===== config.mk =====
export PLATFORM = sky130hd
export DESIGN_NAME = chan_err_ctrl
export DESIGN_NICKNAME = d
export VERILOG_FILES = /design/src/rtl/chan_err_ctrl.sv
export SDC_FILE = /design/constraint.sdc
export NUM_CORES = 1
export LEC_CHECK = 0
export ABC_AREA = 1
export BUFFER_PORTS_ARGS = -buffer_cell sky130_fd_sc_hd__clkbuf_2
export CORE_ASPECT_RATIO = 1.4
export CORE_MARGIN = 3
export CORE_UTILIZATION = 30
export CTS_BUF_LIST = sky130_fd_sc_hd__clkbuf_4 sky130_fd_sc_hd__clkbuf_8
export DETAILED_ROUTE_END_ITERATION = 16
export GPL_ROUTABILITY_DRIVEN = 0
export SLEW_MARGIN = 40
export SYNTH_ARGS = -nofsm -noshare
export SYNTH_HDL_FRONTEND = slang
export SYNTH_SLANG_ARGS = --single-unit

===== constraint.sdc =====
create_clock -name clk -period 4.6 [get_ports clk]
set_clock_uncertainty 0.2 [all_clocks]
set_input_delay 0.92 -clock clk [delete_from_list [all_inputs] [get_ports clk]]
set_output_delay 0.92 -clock clk [all_outputs]
set_load 0.005 [all_outputs]

===== src/rtl/chan_err_ctrl.sv =====
// chan_err_ctrl: channel error injector that sits between a convolutional
// encoder and its decoder. It forwards the 2-bit symbol stream with a fixed
// one-cycle delay. During a run, the first cfg_burst symbols of every
// cfg_period valid symbols are XORed with a mask. The block counts the
// valid symbols it processes and the bit flips it injects.
module chan_err_ctrl (
  input  logic        clk,
  input  logic        rst,
  input  logic        start_i,
  input  logic        stop_i,
  input  logic [15:0] cfg_period_i,
  input  logic [7:0]  cfg_burst_i,
  input  logic [1:0]  cfg_mask_i,
  input  logic [15:0] cfg_words_i,
  input  logic        sym_valid_i,
  input  logic [1:0]  sym_i,
  output logic        sym_valid_o,
  output logic [1:0]  sym_o,
  output logic        busy_o,
  output logic        done_o,
  output logic [15:0] bit_err_ct_o,
  output logic [15:0] word_ct_o
);

  typedef enum logic [1:0] {
    ST_IDLE  = 2'd0,
    ST_BURST = 2'd1,
    ST_CLEAN = 2'd2,
    ST_DONE  = 2'd3
  } state_t;

  state_t      r_state;
  state_t      w_next_state;

  logic [15:0] r_period;
  logic [7:0]  r_burst;
  logic [1:0]  r_mask;
  logic [15:0] r_words;
  logic [15:0] r_p;
  logic [15:0] r_word_ct;
  logic [15:0] r_bit_err_ct;
  logic [1:0]  r_sym;
  logic        r_sym_valid;

  logic        w_active;
  logic        w_proc;
  logic        w_corrupt;
  logic        w_all_burst;
  logic        w_p_last;
  logic        w_burst_end;
  logic        w_words_hit;
  logic [15:0] w_p_next;
  logic [15:0] w_word_next;
  logic [15:0] w_err_next;

  // Number of set bits in a 2-bit mask: the bit flips one corrupted symbol adds.
  function automatic logic [1:0] popcount2(input logic [1:0] v);
    popcount2 = {1'b0, v[1]} + {1'b0, v[0]};
  endfunction

  // Saturating 16-bit add of a small increment.
  function automatic logic [15:0] sat_add16(input logic [15:0] a, input logic [1:0] b);
    logic [16:0] sum;
    sum = {1'b0, a} + {15'd0, b};
    sat_add16 = sum[16] ? 16'hFFFF : sum[15:0];
  endfunction

  // Per-symbol decode of the run state: processing, corruption and wrap points.
  always_comb begin
    w_active    = (r_state == ST_BURST) || (r_state == ST_CLEAN);
    w_proc      = w_active && sym_valid_i;
    w_corrupt   = w_proc && (r_state == ST_BURST);
    // A zero period, or a burst that fills the whole period, corrupts everything.
    w_all_burst = (r_period == 16'd0) || ({8'd0, r_burst} >= r_period);
    w_p_last    = (r_p == (r_period - 16'd1));
    w_burst_end = (r_p == ({8'd0, r_burst} - 16'd1));
    w_p_next    = w_p_last ? 16'd0 : (r_p + 16'd1);
    w_word_next = sat_add16(r_word_ct, 2'd1);
    w_err_next  = sat_add16(r_bit_err_ct, popcount2(r_mask));
    w_words_hit = (r_words != 16'd0) && (w_word_next == r_words);
  end

  // State register with synchronous active-low reset.
  always_ff @(posedge clk) begin
    if (!rst) begin
      r_state <= ST_IDLE;
    end else begin
      r_state <= w_next_state;
    end
  end

  // Next-state logic. The word limit and stop_i take priority over the
  // burst/clean toggling; the symbol in that cycle is still processed.
  always_comb begin
    w_next_state = r_state;
    case (r_state)
      ST_IDLE: begin
        if (start_i) begin
          w_next_state = (cfg_burst_i != 8'd0) ? ST_BURST : ST_CLEAN;
        end else begin
          w_next_state = ST_IDLE;
        end
      end
      ST_BURST: begin
        if (w_proc && w_words_hit) begin
          w_next_state = ST_DONE;
        end else if (stop_i) begin
          w_next_state = ST_DONE;
        end else if (w_proc && !w_all_burst && w_burst_end) begin
          w_next_state = ST_CLEAN;
        end else begin
          w_next_state = ST_BURST;
        end
      end
      ST_CLEAN: begin
        if (w_proc && w_words_hit) begin
          w_next_state = ST_DONE;
        end else if (stop_i) begin
          w_next_state = ST_DONE;
        end else if (w_proc && (r_burst != 8'd0) && w_p_last) begin
          w_next_state = ST_BURST;
        end else begin
          w_next_state = ST_CLEAN;
        end
      end
      ST_DONE: begin
        w_next_state = ST_IDLE;
      end
      default: begin
        w_next_state = ST_IDLE;
      end
    endcase
  end

  // Datapath: symbol delay line, config latch and run counters.
  always_ff @(posedge clk) begin
    if (!rst) begin
      r_sym        <= 2'b00;
      r_sym_valid  <= 1'b0;
      r_period     <= 16'd0;
      r_burst      <= 8'd0;
      r_mask       <= 2'b00;
      r_words      <= 16'd0;
      r_p          <= 16'd0;
      r_word_ct    <= 16'd0;
      r_bit_err_ct <= 16'd0;
    end else begin
      r_sym_valid <= sym_valid_i;
      r_sym       <= sym_i ^ (w_corrupt ? r_mask : 2'b00);
      if ((r_state == ST_IDLE) && start_i) begin
        r_period     <= cfg_period_i;
        r_burst      <= cfg_burst_i;
        r_mask       <= cfg_mask_i;
        r_words      <= cfg_words_i;
        r_p          <= 16'd0;
        r_word_ct    <= 16'd0;
        r_bit_err_ct <= 16'd0;
      end else if (w_proc) begin
        r_p       <= w_p_next;
        r_word_ct <= w_word_next;
        if (w_corrupt) begin
          r_bit_err_ct <= w_err_next;
        end else begin
          r_bit_err_ct <= r_bit_err_ct;
        end
      end else begin
        r_p          <= r_p;
        r_word_ct    <= r_word_ct;
        r_bit_err_ct <= r_bit_err_ct;
      end
    end
  end

  // Output decode. Everything is driven from registers, so there is no
  // combinational path from the inputs to the outputs.
  always_comb begin
    sym_o        = r_sym;
    sym_valid_o  = r_sym_valid;
    busy_o       = (r_state == ST_BURST) || (r_state == ST_CLEAN);
    done_o       = (r_state == ST_DONE);
    bit_err_ct_o = r_bit_err_ct;
    word_ct_o    = r_word_ct;
  end

endmodule


==> results.md, run 1 <==
* Clock transition at path regs at 100 ps
* Filler cells at 2113
* Layout cell share with drive strength beyond 1 at 12.81%
* Wire per inst at 13.47 um
* Insertion delay to the later sink of the worst-skew pair at 400 ps
* Cell area after synthesis at 5761 um^2
* RSZ-0062 raised after global routing: false
* FMAX at 0.3374 GHz
* Post-CTS Resized at 0
* # DRC at 0
* Post-CTS Hold Buffers at 0
* Final ANT Viol Nets at 0
* CP Launch Type: flip-flop
* Critical path required time at 4660 ps
* Total GRT Usage at 16.14%
* Sequential area share after synthesis at 33.01%
* Setup TNS at 0 ps
* Rows at 59
* Slew HR at 53.33%
* CTS Sinks at 95
* Total gr overflow at 0
* Syn_nets at 964
* Yosys warning count at 0
* Area of the core at 18750 um^2
* Kind of critical path: reg2reg
* Slew @ Worst Pin at 697.5 ps
* Detailed router's first-iteration violation count at 254
* Util after Layout at 35.28%
* Hold Slack at 280.9 ps
* Setup-failing EPs final at 0
* Highest routed layer: met4
* Ys async rst share at 0%
* Area delta synth->final at 14.83%
* Largest net degree at the start of global routing at 76
* Reg area at 1902 um^2
* Worst EP arrival at 3020 ps
* Initial antenna violation count at 0
* NumNets Final at 1040
* Post-synthesis cell type count at 36
* Critical path capture point type: flip-flop
* H-tree Lvls at 3
* Synthesized flop and latch total at 95
* Number of synthesized flops with an enable pin at 0
* Outcome: finished clean
* Vias in the first global route at 5670
* Fin crit share at 64.44%
* CTS max path bufs at 2
* CTS tree: yes
* Die Span Y at 170.0 um
* Avg Cell Area, Syn at 6.436 um^2
* Vias after detailed routing at 5812
* Tmin final at 2964 ps
* HP Class: reg2reg
* Wire length on met2 at 8.439 mm
* Leak pwr at 0.003073 uW
* Crit-path max FO at 30
* Ports at 86
* Final wirelength at 16.43 mm
* Total CTS buffers at 9
* Clock root buffer: clkbuf_8
* Wire length on met3 at 655 um
* Horiz. Die Dim at 123.1 um
* Max-slew violations at 0
* Number of max-cap violations at 0
* Diodes inserted at 0
* Multi-input gate area at 3287 um^2
* Ys flop type: dfxtp_1
* HPWL after detailed placement at 12.95 mm
* Initial core utilization at 30.72%
* Setup bufs post-CTS at 0
* Detailed-router iteration count before antenna repair at 5
* Gate Count Post-Synth at 895
* Die ar. at 20920 um^2
* PwrDens at 280.5 nW/um^2
* PortBufs at 85
* Met1 wire length at 6.856 mm
* Hold Vio Cnt, Final at 0
* Maximum vdd drop at 0.1403 mV
* Vias/cell at 4.764
* Global-route wire length before repair at 26.92 mm
-- layout by cell type (no fill, tap or decap), types with 10 or more instances in the layout --
cell	instances
o21ai_0	74
xnor2_1	13
nor2_1	126
nand3_1	60
a21oi_1	61
nand4_1	21
inv_1	122
clkbuf_8	10
ha_1	19
dfxtp_1	95
clkbuf_2	85
xor2_1	25
nand2_1	198
-- worst max-delay path, stage by stage, from the launching register on --
cell and delay [ps]:
dfxtp_1 370, inv_1 90, ha_1 300, nand2_1 50, buf_4 220, inv_1 350
nand3_1 150, nor2_1 170, nand3_1 130, nor3_1 330, nand3_1 200, o21ai_0 190
a211oi_1 70
-- kinds of logic (layout without fill, tap and decap cells) --
family	Yosys count	in the layout	share of synthesized area, %
adder cells (fa/ha/maj)	20	20	4.474
buffers and inverters	148	229	9.970
flip-flops	95	95	33.01
XOR/XNOR	38	38	5.778
AND/OR/NAND/NOR	439	439	32.52
AO/OA/AOI/OAI	155	155	14.25
-- metrics by stage --
step | cell area [um^2] | power, uW | setup slack [ps] | cells
global placement | 6411 | 1273 | 1391 | 1204
detailed placement | 6411 | 1277 | 1323 | 1204
global route | 6615 | 1959 | 1342 | 1220
finish | 6615 | 1856 | 1636 | 1220
floorplan | 5761 | 1163 | 2113 | 895
CTS | 6615 | 1873 | 1610 | 1220
-- per-layer routing --
layer | track usage [%] | vias to the layer above
met2 | 29.37 | 140
met4 | 7.422 | 0
met1 | 18.19 | 2608
met5 | 0 | -
li1 | - | 3029
met3 | 2.560 | 35
-- synth_stat cells (3+ instances only) --
cell / count / area (um^2)
nor3_1: 8 / 40.04
o21ai_0: 74 / 370.4
nand4_1: 21 / 131.4
nand2_1: 199 / 747.0
a211oi_1: 7 / 52.55
inv_1: 122 / 457.9
nor2_1: 126 / 473.0
o211ai_1: 4 / 30.03
nor2_2: 6 / 37.54
nor4_1: 3 / 18.77
dfxtp_1: 95 / 1902
or2_2: 4 / 25.02
ha_1: 19 / 237.7
xor2_1: 25 / 219.0
nand3_1: 60 / 300.3
a21oi_1: 61 / 305.3
xnor2_1: 13 / 113.9
nand3_2: 4 / 40.04
clkbuf_1: 18 / 67.56
-- flip-flops by register name, summed over array words and instances, names as in the netlist, 8 cells and up --
name	count
bit_err_ct_o	16
r_burst	8
r_p	16
r_period	16
r_words	16
word_ct_o	16
-- path summary, 6_finish.rpt --
kind / slack [ps] / start / cells past startpoint / to
worst max-delay path: 1640 / r_state[0]$_SDFF_PN0_ / 12 / r_p[14]$_SDFFE_PP0P_
worst min-delay path: 280 / bit_err_ct_o[12]$_SDFFE_PP0P_ / 2 / bit_err_ct_o[12]$_SDFFE_PP0P_
worst max register to register: 1640 / r_state[0]$_SDFF_PN0_ / 12 / r_p[14]$_SDFFE_PP0P_
worst min register to register: 280 / bit_err_ct_o[12]$_SDFFE_PP0P_ / 2 / bit_err_ct_o[12]$_SDFFE_PP0P_
-- where the power goes --
group	internal, uW	switching, uW	total [uW]	leakage, uW
clock	269	329	599	0.000107
combinational	129	224	353	0.00219
sequential	862	42.4	904	0.000777
total	1260	596	1860	0.00307
-- layout make-up --
| type | count | share of cell area [%] |
|---|---|---|
| Tap cell | 244 | 4.615 |
| Clock buffer | 10 | 2.081 |
| Multi-Input combinational cell | 652 | 49.69 |
| Timing Repair Buffer | 88 | 6.771 |
| Clock inverter | 6 | 1.002 |
| Sequential cell | 95 | 28.75 |
| Inverter | 125 | 7.093 |
(Power assumes the default switching activity.)
==> inputs of run 2 (changes only) <==
- clock period: 4.6 -> 2.55 ns (I/O delays scaled with it)
==> results.md, run 2 (same netlist as run 1, synthesis figures left out) <==
* Outcome: finished clean
* Critical path capture point type: flip-flop
* Met1 wire length at 6.752 mm (-1.5%)
* Placed cells at 1220 (+1.3%)
* Detailed-router iteration count before antenna repair at 5 (unchanged)
* Area of the core at 18750 um^2 (unchanged)
* CTS tree: yes
* Critical-path cell list: nor2_1 -> nand2_1 -> nor2_2 -> nand2_1 -> xor2_1 -> nor2_1 -> nand2_1 -> nor2_4 -> nand3_1 -> nor2_1 -> nand3_1 -> nand2_1 -> nand2_1 -> nand2_1 -> a21oi_1
* Design Power at 3265 uW (+76%)
* Critical path required time at 2630 ps (-2030 ps)
* Fin crit share at 92.21% (+28 points)
* Fin cells at 1238 (+1.5%)
* Slew @ Worst Pin at 648.3 ps (-49.22 ps)
* Insertion delay to the later sink of the worst-skew pair at 390 ps (about the same)
* Reg2reg start: r_period[5]$_SDFFE_PN0P_
* Final ANT Viol Nets at 0 (unchanged)
* Total gr overflow at 0 (unchanged)
* Vias/cell at 4.712 (-1.1%)
* HP Class: in2reg
* Final wirelength at 16.67 mm (+1.5%)
* Initial antenna violation count at 0 (unchanged)
* Clock power frac at 29.7% (-2.6 points)
* PwrDens at 475.2 nW/um^2 (+69%)
* Tmin final at 2351 ps (-612.8 ps)
* Largest net degree at the start of global routing at 76 (unchanged)
* CTS max path bufs at 2 (unchanged)
* Highest routed layer: met4
* Maximum vdd drop at 0.2152 mV (+53%)
* Wire length on met3 at 600 um (-8.4%)
* Post-CTS Hold Buffers at 0 (unchanged)
* Clock transition at path regs at 100 ps (about the same)
* Horiz. Die Dim at 123.1 um (unchanged)
* Vias after detailed routing at 5833 (+0.36%)
* Total GRT Usage at 15.81% (-0.33 points)
* Commonest non-fill, non-tap cell in the layout: nand2_1
* Switching share of power at 33.51% (+1.4 points)
* Hold Vio Cnt, Final at 0 (unchanged)
* Reg power frac at 49.8% (+1.1 points)
* Die ar. at 20920 um^2 (unchanged)
* Crit path buffers/inverters at 0 (-3)
* Wire length on met2 at 8.881 mm (+5.2%)
* Slowest-stage cell, CP: dfxtp_1
* Setup-failing EPs final at 0 (unchanged)
* Total CTS buffers at 9 (unchanged)
* RSZ-0062 raised after global routing: true
* H-tree Lvls at 3 (unchanged)
* Number of max-cap violations at 0 (unchanged)
* Layout cell share with drive strength beyond 1 at 17.61% (+4.8 points)
* FMAX at 0.4253 GHz (+26%)
* HPWL after detailed placement at 13.12 mm (+1.3%)
* Worst setup path startpoint: r_period[5]$_SDFFE_PN0P_
* P_sw at 1094 uW (+84%)
* Crit-path max FO at 5 (-83%)
* Hold path start: sym_valid_i
* Clock root buffer: clkbuf_8
* Crit path top cell by count: nand2_1
* CP top delay family: simple AND/OR/NAND/NOR gates
* Leak pwr at 0.003144 uW (+2.3%)
* # DRC at 0 (unchanged)
* Die Span Y at 170.0 um (unchanged)
* NumNets Final at 1058 (+1.7%)
* Initial core utilization at 30.72% (unchanged)
* Comb power frac at 20.5% (+1.5 points)
* Kind of critical path: reg2reg
* Filler cells at 2108 (-0.24%)
* Area delta synth->final at 19.27%
* PortBufs at 85 (unchanged)
* Commonest non-fill, non-tap cells in the layout: nand2_1, inv_1, nor2_1, dfxtp_1, clkbuf_2
* CP Launch Type: flip-flop
* Peak per-stage delay on the critical path at 370 ps (about the same)
* Max-slew violations at 0 (unchanged)
* Ports at 86 (unchanged)
* Detailed router's first-iteration violation count at 294 (+16%)
* Global-route wire length before repair at 26.21 mm (-2.6%)
* Diodes inserted at 0 (unchanged)
* Internal Power at 2171 uW (+72%)
* Wire per inst at 13.47 um (about the same)
* Vias in the first global route at 5525 (-2.6%)
* Rows at 59 (unchanged)
* Slew HR at 56.78% (+3.5 points)
* CTS Sinks at 95 (unchanged)
* Worst EP arrival at 2440 ps (-580 ps)
run 2: cell count changes in the layout (fill, tap and decap cells not counted), sizes merged:
cell      delta
clkinv       -1
buf         +17
clkinvlp     +3
bufinv       -1
nand2        +1
clkbuf       -1
run 2: final timing paths:
check                                               to  slack [ps]  cells past startpoint
worst min-delay path            sym_valid_o$_SDFF_PN0_         150                      3
worst max register to register   r_state[1]$_SDFF_PN0_         200                     15
worst min register to register  r_mask[1]$_SDFFE_PN0P_         290                      2
worst max-delay path             r_state[1]$_SDFF_PN0_         200                     15
run 2: what timing repair did:
action                                  in CTS  in global routing
pin swaps                                    0                  4
endpoints found under the setup margin       1                 28
buffers inserted                             0                  1
gates resized for setup                      1                 44
endpoints found under the hold margin        0                  0
gates cloned                                 0                  1
run 2: layout make-up:
cell class                      count  area, um^2  share of cell area [%]
Inverter                          125       469.2                   6.829
Sequential cell                    95        1913                   27.85
Clock inverter                      7       56.30                  0.8195
Tap cell                          244       305.3                   4.444
Multi-Input combinational cell    653        3415                   49.70
Clock buffer                        9       123.9                   1.803
Timing Repair Buffer              105       588.1                   8.559
run 2: tightest hold or removal path, cell delays in order:
cell and delay, ps:
clkbuf_2 110, nand2_1 60, inv_1 30
run 2: power groups by stage:
stage	Sequential (uW)	Clock, uW	Combinational (uW)
after floorplan	1640	0	460
after global placement	1660	0	650
after detailed placement	1660	0	657
after CTS	1620	1010	662
after global routing	1640	1040	765
final	1630	970	668
run 2: per-stage QoR:
step / worst slack [ps] / util, % / hold slack (ps) / TNS [ps] / area [um^2]
4_1_cts: 17.13 / 35.87 / 132.4 / 0 / 6726
6_report: 198.6 / 36.64 / 154.3 / 0 / 6870
5_1_grt: -29.18 / 36.64 / 169.4 / -56.73 / 6870
3_3_place_gp: 41.71 / 34.90 / 271.3 / 0 / 6544
2_1_floorplan: 174.2 / - / 253.6 / 0 / 5761
3_5_place_dp: 1.987 / 34.90 / 282.9 / 0 / 6544
run 2: layer usage:
layer / up-vias / global-route usage [%]
li1: 3074 / -
met3: 30 / 2.194
met5: - / 0
met1: 2605 / 17.35
met2: 124 / 29.85
met4: 0 / 6.651
